### config.mk
export PLATFORM = sky130hd
export DESIGN_NAME = rr_shared_reg_arb_flat
export DESIGN_NICKNAME = d
export VERILOG_FILES = /design/src/rtl/rr_shared_reg_arb_pkg.sv /design/src/rtl/rr_shared_reg_arb_if.sv /design/src/rtl/rr_shared_reg_arb_pick.sv /design/src/rtl/rr_shared_reg_arb.sv /design/src/flat_wrapper.sv
export SDC_FILE = /design/constraint.sdc
export NUM_CORES = 1
export LEC_CHECK = 0
export BUFFER_PORTS_ARGS = -buffer_cell sky130_fd_sc_hd__clkbuf_2
export CELL_PAD_IN_SITES_DETAIL_PLACEMENT = 1
export CELL_PAD_IN_SITES_GLOBAL_PLACEMENT = 1
export CORE_ASPECT_RATIO = 0.8
export CORE_MARGIN = 2
export CORE_UTILIZATION = 32
export DETAILED_ROUTE_END_ITERATION = 7
export PLACE_DENSITY_LB_ADDON = 0.1
export SYNTH_ARGS = -nofsm -noshare
export SYNTH_HDL_FRONTEND = slang
export SYNTH_SLANG_ARGS = --single-unit
### constraint.sdc
create_clock -name clk -period 2.5 [get_ports clk]
set_input_delay 0.375 -clock clk [delete_from_list [all_inputs] [get_ports clk]]
set_output_delay 0.375 -clock clk [all_outputs]
set_load 0.05 [all_outputs]
### src/rtl/rr_shared_reg_arb_pkg.sv
// Shared types and helpers for the round-robin shared-register arbiter.
// Optional burst truncation is enabled by defining ARB_TIMEOUT_EN.
package rr_arb_pkg;

  typedef enum logic {
    ST_IDLE = 1'b0,
    ST_BUSY = 1'b1
  } arb_state_e;

  localparam int ARB_N  = 4;
  localparam int ARB_OW = $clog2(ARB_N);

  // LSB position of field idx in a vector of packed w-bit fields
  function automatic int lsb_of(input int idx, input int w);
    return idx * w;
  endfunction

endpackage

### src/rtl/rr_shared_reg_arb_if.sv
// Request/grant/data bundle between requesters and the shared-register arbiter.
// The trunc signal exists only when ARB_TIMEOUT_EN is defined.
interface rr_shared_reg_arb_if #(
  parameter int N  = 4,
  parameter int DW = 8,
  parameter int LW = 4
);
  localparam int OW = $clog2(N);

  logic [N-1:0]    req;
  logic [N*LW-1:0] req_len;
  logic [N*DW-1:0] req_data;
  logic [N-1:0]    gnt;
  logic            busy;
  logic [OW-1:0]   owner;
  logic [N-1:0]    done;
  logic [DW-1:0]   shr_q;
`ifdef ARB_TIMEOUT_EN
  logic            trunc;

  modport master (output req, req_len, req_data,
                  input  gnt, busy, owner, done, shr_q, trunc);
  modport slave  (input  req, req_len, req_data,
                  output gnt, busy, owner, done, shr_q, trunc);
`else
  modport master (output req, req_len, req_data,
                  input  gnt, busy, owner, done, shr_q);
  modport slave  (input  req, req_len, req_data,
                  output gnt, busy, owner, done, shr_q);
`endif

endinterface

### src/rtl/rr_shared_reg_arb_pick.sv
// Rotate-priority encoder: first set request scanning ptr, ptr+1, ... mod N.
module rr_pick
  import rr_arb_pkg::*;
#(
  parameter int N  = ARB_N,
  parameter int OW = ARB_OW
) (
  input  logic [N-1:0]  req,
  input  logic [OW-1:0] ptr,
  output logic          any,
  output logic [OW-1:0] idx
);

  logic [2*N-1:0] dbl;
  logic [N-1:0]   rot;
  logic [OW:0]    off;
  logic [OW:0]    sum;

  always_comb begin
    dbl = {req, req};
    rot = N'(dbl >> ptr);
    any = |req;
    off = '0;
    // descending scan so the lowest rotated position wins
    for (int k = N - 1; k >= 0; k--) begin
      if (rot[k]) off = (OW+1)'(k);
    end
    sum = {1'b0, ptr} + off;
    if (sum >= (OW+1)'(N)) sum = sum - (OW+1)'(N);
    idx = sum[OW-1:0];
  end

endmodule

### src/rtl/rr_shared_reg_arb.sv
// Round-robin owner of one shared register write port, burst per grant.
// Define ARB_TIMEOUT_EN to cap bursts at MAX_BEATS and report truncation.
//
// state   | meaning
// ST_IDLE | no owner, arbitrate every cycle
// ST_BUSY | owner writes req_data each cycle until its last beat
module rr_shared_reg_arb
  import rr_arb_pkg::*;
#(
  parameter int N  = ARB_N,
  parameter int DW = 8,
  parameter int LW = 4
`ifdef ARB_TIMEOUT_EN
  , parameter int MAX_BEATS = 8
`endif
) (
  input  logic          clk,
  input  logic          rst,
  rr_shared_reg_arb_if.slave bus
);

  localparam int OW = $clog2(N);

  arb_state_e    state_q, state_d;
  logic [LW-1:0] cnt_q, cnt_d;
  logic [OW-1:0] ptr_q, ptr_d;
  logic [OW-1:0] owner_q, owner_d;
  logic [N-1:0]  gnt_q, gnt_d;
  logic [N-1:0]  done_q, done_d;
  logic [DW-1:0] shr_reg_q, shr_reg_d;
  logic [N-1:0]  pick_req;
  logic          any;
  logic [OW-1:0] win;
  logic          last;
  logic          grant;
  logic          cut;
`ifdef ARB_TIMEOUT_EN
  localparam int BW = $clog2(MAX_BEATS + 1);
  logic [BW-1:0] beats_q, beats_d;
  logic          trunc_q, trunc_d;
`endif

  // the finishing owner is excluded so a held request cannot monopolise the port
  assign pick_req = (state_q == ST_BUSY) ? (bus.req & ~gnt_q) : bus.req;

  rr_pick #(.N(N), .OW(OW)) u_pick (
    .req (pick_req),
    .ptr (ptr_q),
    .any (any),
    .idx (win)
  );

  always_comb begin
    state_d   = state_q;
    cnt_d     = cnt_q;
    ptr_d     = ptr_q;
    owner_d   = owner_q;
    gnt_d     = gnt_q;
    done_d    = '0;
    shr_reg_d = shr_reg_q;
    grant     = 1'b0;
`ifdef ARB_TIMEOUT_EN
    beats_d   = beats_q;
    trunc_d   = 1'b0;
    cut       = (beats_q == BW'(MAX_BEATS - 1)) && (cnt_q != '0);
`else
    cut       = 1'b0;
`endif
    last      = (cnt_q == '0) || cut;
    case (state_q)
      ST_IDLE: grant = any;
      ST_BUSY: begin
        if (!bus.req[owner_q]) begin
          state_d = ST_IDLE;
          gnt_d   = '0;
        end else begin
          shr_reg_d = bus.req_data[lsb_of(int'(owner_q), DW) +: DW];
          if (last) begin
            done_d = gnt_q;
`ifdef ARB_TIMEOUT_EN
            trunc_d = cut;
`endif
            grant = any;
            if (!any) begin
              state_d = ST_IDLE;
              gnt_d   = '0;
            end
          end else begin
            cnt_d = cnt_q - LW'(1);
`ifdef ARB_TIMEOUT_EN
            beats_d = beats_q + BW'(1);
`endif
          end
        end
      end
      default: state_d = ST_IDLE;
    endcase
    if (grant) begin
      state_d = ST_BUSY;
      gnt_d   = N'(1) << win;
      owner_d = win;
      cnt_d   = bus.req_len[lsb_of(int'(win), LW) +: LW];
      ptr_d   = (win == OW'(N - 1)) ? '0 : win + OW'(1);
`ifdef ARB_TIMEOUT_EN
      beats_d = '0;
`endif
    end
  end

  always_ff @(posedge clk) begin
    if (rst) begin
      state_q   <= ST_IDLE;
      cnt_q     <= '0;
      ptr_q     <= '0;
      owner_q   <= '0;
      gnt_q     <= '0;
      done_q    <= '0;
      shr_reg_q <= '0;
`ifdef ARB_TIMEOUT_EN
      beats_q   <= '0;
      trunc_q   <= 1'b0;
`endif
    end else begin
      state_q   <= state_d;
      cnt_q     <= cnt_d;
      ptr_q     <= ptr_d;
      owner_q   <= owner_d;
      gnt_q     <= gnt_d;
      done_q    <= done_d;
      shr_reg_q <= shr_reg_d;
`ifdef ARB_TIMEOUT_EN
      beats_q   <= beats_d;
      trunc_q   <= trunc_d;
`endif
    end
  end

  assign bus.gnt   = gnt_q;
  assign bus.busy  = |gnt_q;
  assign bus.owner = owner_q;
  assign bus.done  = done_q;
  assign bus.shr_q = shr_reg_q;
`ifdef ARB_TIMEOUT_EN
  assign bus.trunc = trunc_q;
`endif

endmodule

### src/flat_wrapper.sv
// flat-port wrapper written by rule: the top's interface ports become plain ports
module rr_shared_reg_arb_flat import rr_arb_pkg::*;
#(
  parameter int N  = ARB_N,
  parameter int DW = 8,
  parameter int LW = 4

)
  (clk, rst, bus_req, bus_req_len, bus_req_data, bus_gnt, bus_busy, bus_owner, bus_done, bus_shr_q);
  rr_shared_reg_arb_if #(.N(N), .DW(DW), .LW(LW)) bus_i ();
  input  logic clk;
  input  logic rst;
  input wire logic [$bits(bus_i.req)-1:0] bus_req;
  input wire logic [$bits(bus_i.req_len)-1:0] bus_req_len;
  input wire logic [$bits(bus_i.req_data)-1:0] bus_req_data;
  output wire logic [$bits(bus_i.gnt)-1:0] bus_gnt;
  output wire logic [$bits(bus_i.busy)-1:0] bus_busy;
  output wire logic [$bits(bus_i.owner)-1:0] bus_owner;
  output wire logic [$bits(bus_i.done)-1:0] bus_done;
  output wire logic [$bits(bus_i.shr_q)-1:0] bus_shr_q;
  assign bus_i.req = bus_req;
  assign bus_i.req_len = bus_req_len;
  assign bus_i.req_data = bus_req_data;
  assign bus_gnt = bus_i.gnt;
  assign bus_busy = bus_i.busy;
  assign bus_owner = bus_i.owner;
  assign bus_done = bus_i.done;
  assign bus_shr_q = bus_i.shr_q;
  rr_shared_reg_arb #(.N(N), .DW(DW), .LW(LW)) u_core (.clk(clk), .rst(rst), .bus(bus_i));
endmodule
# Word level (Yosys, flattened, before mapping)
# Index checks and enable logic that the tools add are counted.
# op_classes
shift	4
n_eq_ne	4
addsub	4
order_cmp	2
n_reduce_logical	9
n_bitwise	5
n_mux	26
# op_table
cell	n
4-bit 2-to-1 mux	10
32-bit by 6-bit variable part select with 8-bit output	1
16-bit by 5-bit variable part select with 4-bit output	1
4-bit OR reduction	3
3-bit 2-to-1 mux	3
1-bit 2-to-1 mux	8
8-bit by 2-bit >> shifter with 4-bit output	1
2-bit 2-to-1 mux	3
3-bit AND reduction	2
4-bit AND	1
4-bit zero test	1
4-bit inverter	1
2-bit nonzero test	2
1-bit by 2-bit left shift with 4-bit output (first input constant)	1
4-bit by 1-bit subtractor with 4-bit output (second input constant)	1
2-bit by 3-bit adder with 3-bit output	1
3-bit greater-or-equal comparator (second input constant)	1
2-bit by 3-bit less-than comparator with 1-bit output (second input constant)	1
3-bit by 1-bit != test with 1-bit output (second input constant)	1
3-bit != test (second input constant)	1
1-bit inverter	3
2-bit by 1-bit adder with 2-bit output (second input constant)	1
1-bit binary-select mux with 2-bit select	1
2-bit equality test (second input constant)	1
4 further kinds	4
# word_totals
elab_cells	61
out_inout_bits	19
ff_bits	25
inputBits	54

# Depth between registers and ports, before layout
# logic_depth
word_depth	13
depth_mapped	14
mapped_depth_nobuf	12

# Hierarchy
# From an unflattened synthesis, not the netlist that was laid out.
# unflattened
cells_unflattened	160
hier_area_um2	1621.6
# modules_own_cells
mod	area_per_inst_um2	seq_area_each_um2	n_inst	cells_per_inst
rr_shared_reg_arb	1442.6	500.5	1	133
rr_pick	178.9	0.0	1	27

# Least setup slack after synthesis
# Ideal clock, no wire load.
# synth_path
kind	reg2reg
start	register u_core.gnt_q[2] (netlist: u_core.bus.gnt[2])
end	register u_core.cnt_q[1]
t_arrival_ps	2748
period_less_slack_ps	2834
setup_time_ps	86
stages_incl_launch_ff	12
required_time_ps	2414
n_path_buf	1
setup_slack_ps	-334
path_cell_list	dfxtp_1 > a21boi_2 > buf_2 > a2111oi_0 > a21oi_1 > o21ai_0 > ha_1 > inv_1 > o41ai_2 > o221a_2 > nor3_1 > a211oi_1
# synth_between
elab_chain_cells	13
elab_cells_between_ends	22
cone_classes	2 x add/sub; 1 x order compare; 1 x eq/ne; 2 x shift; 10 x mux; 2 x bitwise; 4 x reduce/logical
# synth_rtl
element	line	text
start: declaration	rr_shared_reg_arb.sv:28	logic [N-1:0] gnt_q, gnt_d;
start signal: assignment	rr_shared_reg_arb.sv:128	gnt_q <= gnt_d;
4-bit inverter *	rr_shared_reg_arb.sv:44	assign pick_req = (state_q == ST_BUSY) ? (bus.req & ~gnt_q) : bus.req;
4-bit AND *	rr_shared_reg_arb.sv:44	
4-bit 2-to-1 mux *	rr_shared_reg_arb.sv:44	
8-bit by 2-bit >> shifter with 4-bit output	rr_shared_reg_arb_pick.sv:21	rot = N'(dbl >> ptr);
2-bit 2-to-1 mux	rr_shared_reg_arb_pick.sv:26	if (rot[k]) off = (OW+1)'(k);
3-bit 2-to-1 mux (3 in series)	rr_shared_reg_arb_pick.sv:26	
2-bit by 3-bit adder with 3-bit output	rr_shared_reg_arb_pick.sv:28	sum = {1'b0, ptr} + off;
3-bit greater-or-equal comparator or 2-bit by 1-bit subtractor with 2-bit output (tied branches)	rr_shared_reg_arb_pick.sv:29	if (sum >= (OW+1)'(N)) sum = sum - (OW+1)'(N);
2-bit 2-to-1 mux	rr_shared_reg_arb_pick.sv:29	
16-bit by 5-bit variable part select with 4-bit output	rr_shared_reg_arb.sv:102	cnt_d = bus.req_len[lsb_of(int'(win), LW) +: LW];
4-bit 2-to-1 mux	rr_shared_reg_arb.sv:98	if (grant) begin
end signal: assignment	rr_shared_reg_arb.sv:125	cnt_q <= cnt_d;
end: declaration	rr_shared_reg_arb.sv:25	logic [LW-1:0] cnt_q, cnt_d;
# Mark *: on every way between the ends. The rest lies on a longest branch, timed or not.
# A chain may end at the register's enable or synchronous reset.

# Worst setup path after layout
# layout_path
start	register u_core.state_q
end	register u_core.cnt_q[1]
# layout_between
elab_chain_cells	11
elab_cells_between_ends	21
cone_classes	2 x add/sub; 1 x order compare; 1 x eq/ne; 2 x shift; 10 x mux; 1 x bitwise; 4 x reduce/logical
# layout_rtl
element	line	text
start: declaration	rr_shared_reg_arb.sv:24	arb_state_e state_q, state_d;
start signal: assignment	rr_shared_reg_arb.sv:124	state_q <= state_d;
4-bit 2-to-1 mux	rr_shared_reg_arb.sv:44	
8-bit by 2-bit >> shifter with 4-bit output	rr_shared_reg_arb_pick.sv:21	
2-bit 2-to-1 mux	rr_shared_reg_arb_pick.sv:26	
3-bit 2-to-1 mux (3 in series)	rr_shared_reg_arb_pick.sv:26	
2-bit by 3-bit adder with 3-bit output	rr_shared_reg_arb_pick.sv:28	
3-bit greater-or-equal comparator or 2-bit by 1-bit subtractor with 2-bit output (tied branches)	rr_shared_reg_arb_pick.sv:29	
2-bit 2-to-1 mux	rr_shared_reg_arb_pick.sv:29	
16-bit by 5-bit variable part select with 4-bit output	rr_shared_reg_arb.sv:102	
4-bit 2-to-1 mux	rr_shared_reg_arb.sv:98	
# Several ways; a longest one is shown, not always the timed one.

==> flow_metrics.env <==
export IMPL_cp_buffers_inverters=2
export IMPL_synth_nets=267
export IMPL_async_flop_share=0
export IMPL_drt_first_pass_iters=4
export IMPL_die_h_um=72.6
export IMPL_setup_viol=0
export IMPL_drc=0
export IMPL_cp_slowest_cell="dfxtp_4"
export IMPL_slew_violations=0
export IMPL_cpLargestDelayFamily="compound AO/OA/AOI/OAI gates"
export IMPL_die_w_um=89.7
export IMPL_worst_ep_required_time_ns=2.66
export IMPL_grt_first_pass_wirelength_um=10200
export IMPL_dpl_hpwl_um=4930
export IMPL_clkPwrFrac=0.093
export IMPL_nets=367
export IMPL_min_path_cells=2
export IMPL_yosys_area_top_type="dfxtp_1"
export IMPL_rsz0062_at_grt="true"
export IMPL_clk_latency_ns=0.27
export IMPL_powerDensity_mw_per_mm2=1010
export IMPL_wire_per_inst_um=15.8
export IMPL_clockBufferDepth=2
export IMPL_criticalPathCategory="reg2reg"
export IMPL_synth_area_leaders="dfxtp_1, mux4_2, nand2_1"
export IMPL_worstPathArrival_ns=2.58
export IMPL_peakVddDrop_mv=0.370
export IMPL_vias_per_cell=5.16
export IMPL_p_leak_nw=1.16
export IMPL_critPathLaunchType="register"
export IMPL_htree_levels=1
export IMPL_relSlewSlack=0.649
export IMPL_r2r_end="u_core.cnt_q[1]"
export IMPL_p_comb_frac=0.682
export IMPL_worst_slack_ns=0.0807
export IMPL_io_buffers=72
export IMPL_synth_cell_area_sq_mm=0.00188
export IMPL_cts_tree="built"
export IMPL_fmax_ghz=0.413
export IMPL_period_needed_ns=2.42
export IMPL_end_kind="register"
export IMPL_fin_worst_skew_ns=0.00206
export IMPL_tightestPinTransition_ns=0.527
export IMPL_overflow=0
export IMPL_hp_start="u_core.bus.shr_q[7]"
export IMPL_cts_sinks=25
export IMPL_fin_util=0.483
export IMPL_switching_share=0.480
export IMPL_cts_made_buffers=3
export IMPL_yosysTopAreaCellShare=0.266
export IMPL_r2r_cells=11
export IMPL_rows=24
export IMPL_syn_avg_cell_area_sq_um=8.96
export IMPL_path_max_fanout=7
export IMPL_internal_power_mw=1.41
export IMPL_synth_edf_count=0
export IMPL_die_area_sq_mm=0.00651
export IMPL_p_seq_frac=0.225
export IMPL_grt_pass1_vias=2079
export IMPL_power_switching_mw=1.30
export IMPL_period_share=0.968
export IMPL_maxCapViolations=0
export IMPL_clk_pin_slew_ns=0.09
export IMPL_synth_most_common_cell="nand2_1"
export IMPL_synth_seq_cells=25
export IMPL_vias=1997
export IMPL_drtIter0Drc=83
export IMPL_layout_drive_gt1_share=0.508
export IMPL_antenna_found_initial=0
export IMPL_place_ws_ns=-0.137
export IMPL_yosysWarnings=0
export IMPL_start_util=0.339
export IMPL_io_pin_count=73
export IMPL_finalHoldViolations=0
export IMPL_clockRootBuffer="clkbuf_8"
export IMPL_critPathMaxStageDelay_ns=0.42
export IMPL_synth_flop_cell="dfxtp_1"
export IMPL_netlist_instances=210
export IMPL_antenna_cells=0
export IMPL_reg2reg_from="u_core.state_q"
export IMPL_fp_coreArea_sq_mm=0.00556
export IMPL_status="finished clean"
export IMPL_grt_max_degree=25
export IMPL_routabilityCongestion=0.770
export IMPL_synthTopCellsByCount="nand2_1, dfxtp_1, a21oi_1"
export IMPL_r2r_setup_slack_ns=0.08
export IMPL_min_to="u_core.bus.shr_q[7]"
export IMPL_grt_total_usage=0.191
export IMPL_wl_um=6130
export IMPL_path_cells="a21boi_4, buf_4, a2111oi_4, a21oi_1, o21ai_1, ha_2, buf_6, mux2_2, a211o_1, nor3_2, a211oi_2"
export IMPL_postRouteAntennaNets=0
export IMPL_yosysSeqAreaShare=0.266
export IMPL_syn_to_final_growth_pct=42.6
export IMPL_yosysUniqueCellTypes=54
export IMPL_hold_class="reg2reg"
## worst reg2reg max path: cells and delay by family (launching register included)
family	cells	cell delay, ns
buf+inv	2	0.25
flops	1	0.42
compound gates	6	0.90
simple gates	1	0.19
fa+ha+maj	1	0.25
mux	1	0.32
## sequential cells by signal (all words and copies together), names as in the netlist
| signal | flops |
|---|---|
| u_core.bus.gnt | 4 |
| u_core.bus.done | 4 |
| u_core.bus.owner | 2 |
| u_core.bus.shr_q | 8 |
| u_core.state_q | 1 |
| u_core.ptr_q | 2 |
| u_core.cnt_q | 4 |
## power by group through the flow
stage               combinational, mW  sequential [mW]  clock (mW)
global placement                 1.77            0.610           0
global route                     2.00            0.630       0.284
detailed placement               1.78            0.612           0
floorplan                        1.07            0.806           0
CTS                              1.82            0.608       0.260
finish                           1.85            0.611       0.253
## final cells by class
cell class | instances | area, sq um
inverter | 9 | 33.8
clock inverter | 1 | 7.51
multi-input combinational | 163 | 1350
timing repair buffer | 108 | 638
tap | 78 | 97.6
sequential | 25 | 512
clock buffer | 3 | 41.3
fill | 680 | 2870
## repair_timing
| item | 4_1_cts | 5_1_grt |
|---|---|---|
| gates resized for setup | 8 | 10 |
| pin swaps | 9 | 12 |
| setup endpoints to repair | 6 | 9 |
| buffers inserted | 3 | 4 |
| hold buffers | 0 | 0 |
## worst max-delay path by stage
stage,from,endpoint,slack [ns],cells after the start
after floorplan,u_core.state_q,u_core.cnt_q[1],0.009,13
after global placement,bus_req[0],u_core.cnt_q[1],-0.05,12
after detailed placement,bus_req[2],u_core.cnt_q[1],-0.14,11
after CTS,u_core.state_q,u_core.cnt_q[1],0.007,13
after global routing,u_core.state_q,u_core.cnt_q[1],-0.02,11
final,u_core.state_q,u_core.cnt_q[1],0.08,11
## through the flow
step	TNS, ns	hold slack (ns)	instances	total power, mW	area, sq um
after floorplan	0	0.540	210	1.88	1910
after global placement	-0.0536	0.442	377	2.38	2530
after detailed placement	-0.358	0.450	377	2.40	2530
after CTS	0	0.463	384	2.69	2630
after global routing	-0.0189	0.494	387	2.92	2680
final	0	0.460	387	2.72	2680
## cell usage in the layout (no fill, tap or decap), types with 6 or more instances in the layout
cell      netlist  routed
a21oi_1        17      17
and2_1          6       6
buf_4           0      34
clkbuf_2        0      72
dfxtp_1        25      20
inv_1           9       9
mux4_2         13      13
nand2_1        31      29
nor2_1         14      14
nor2b_1         7       7
nor3_1          7       6
## layer usage
metal  global-route usage  wire length, um  vias to the layer above
met1                0.279             3150                      956
met5                    0                0                        -
met3               0.0331              214                        2
li1                     -                -                     1000
met4               0.0103                8                        0
met2                0.315             2750                       39
## cell families after synthesis
kind of cell,after synthesis,synth area share
multiplexers,16,0.172
flip-flops,25,0.266
AND/OR/NAND/NOR,82,0.215
buffers and inverters,22,0.0532
adder cells (fa/ha/maj),3,0.0199
AO/OA/AOI/OAI,62,0.274
(Power assumes the default switching activity.)
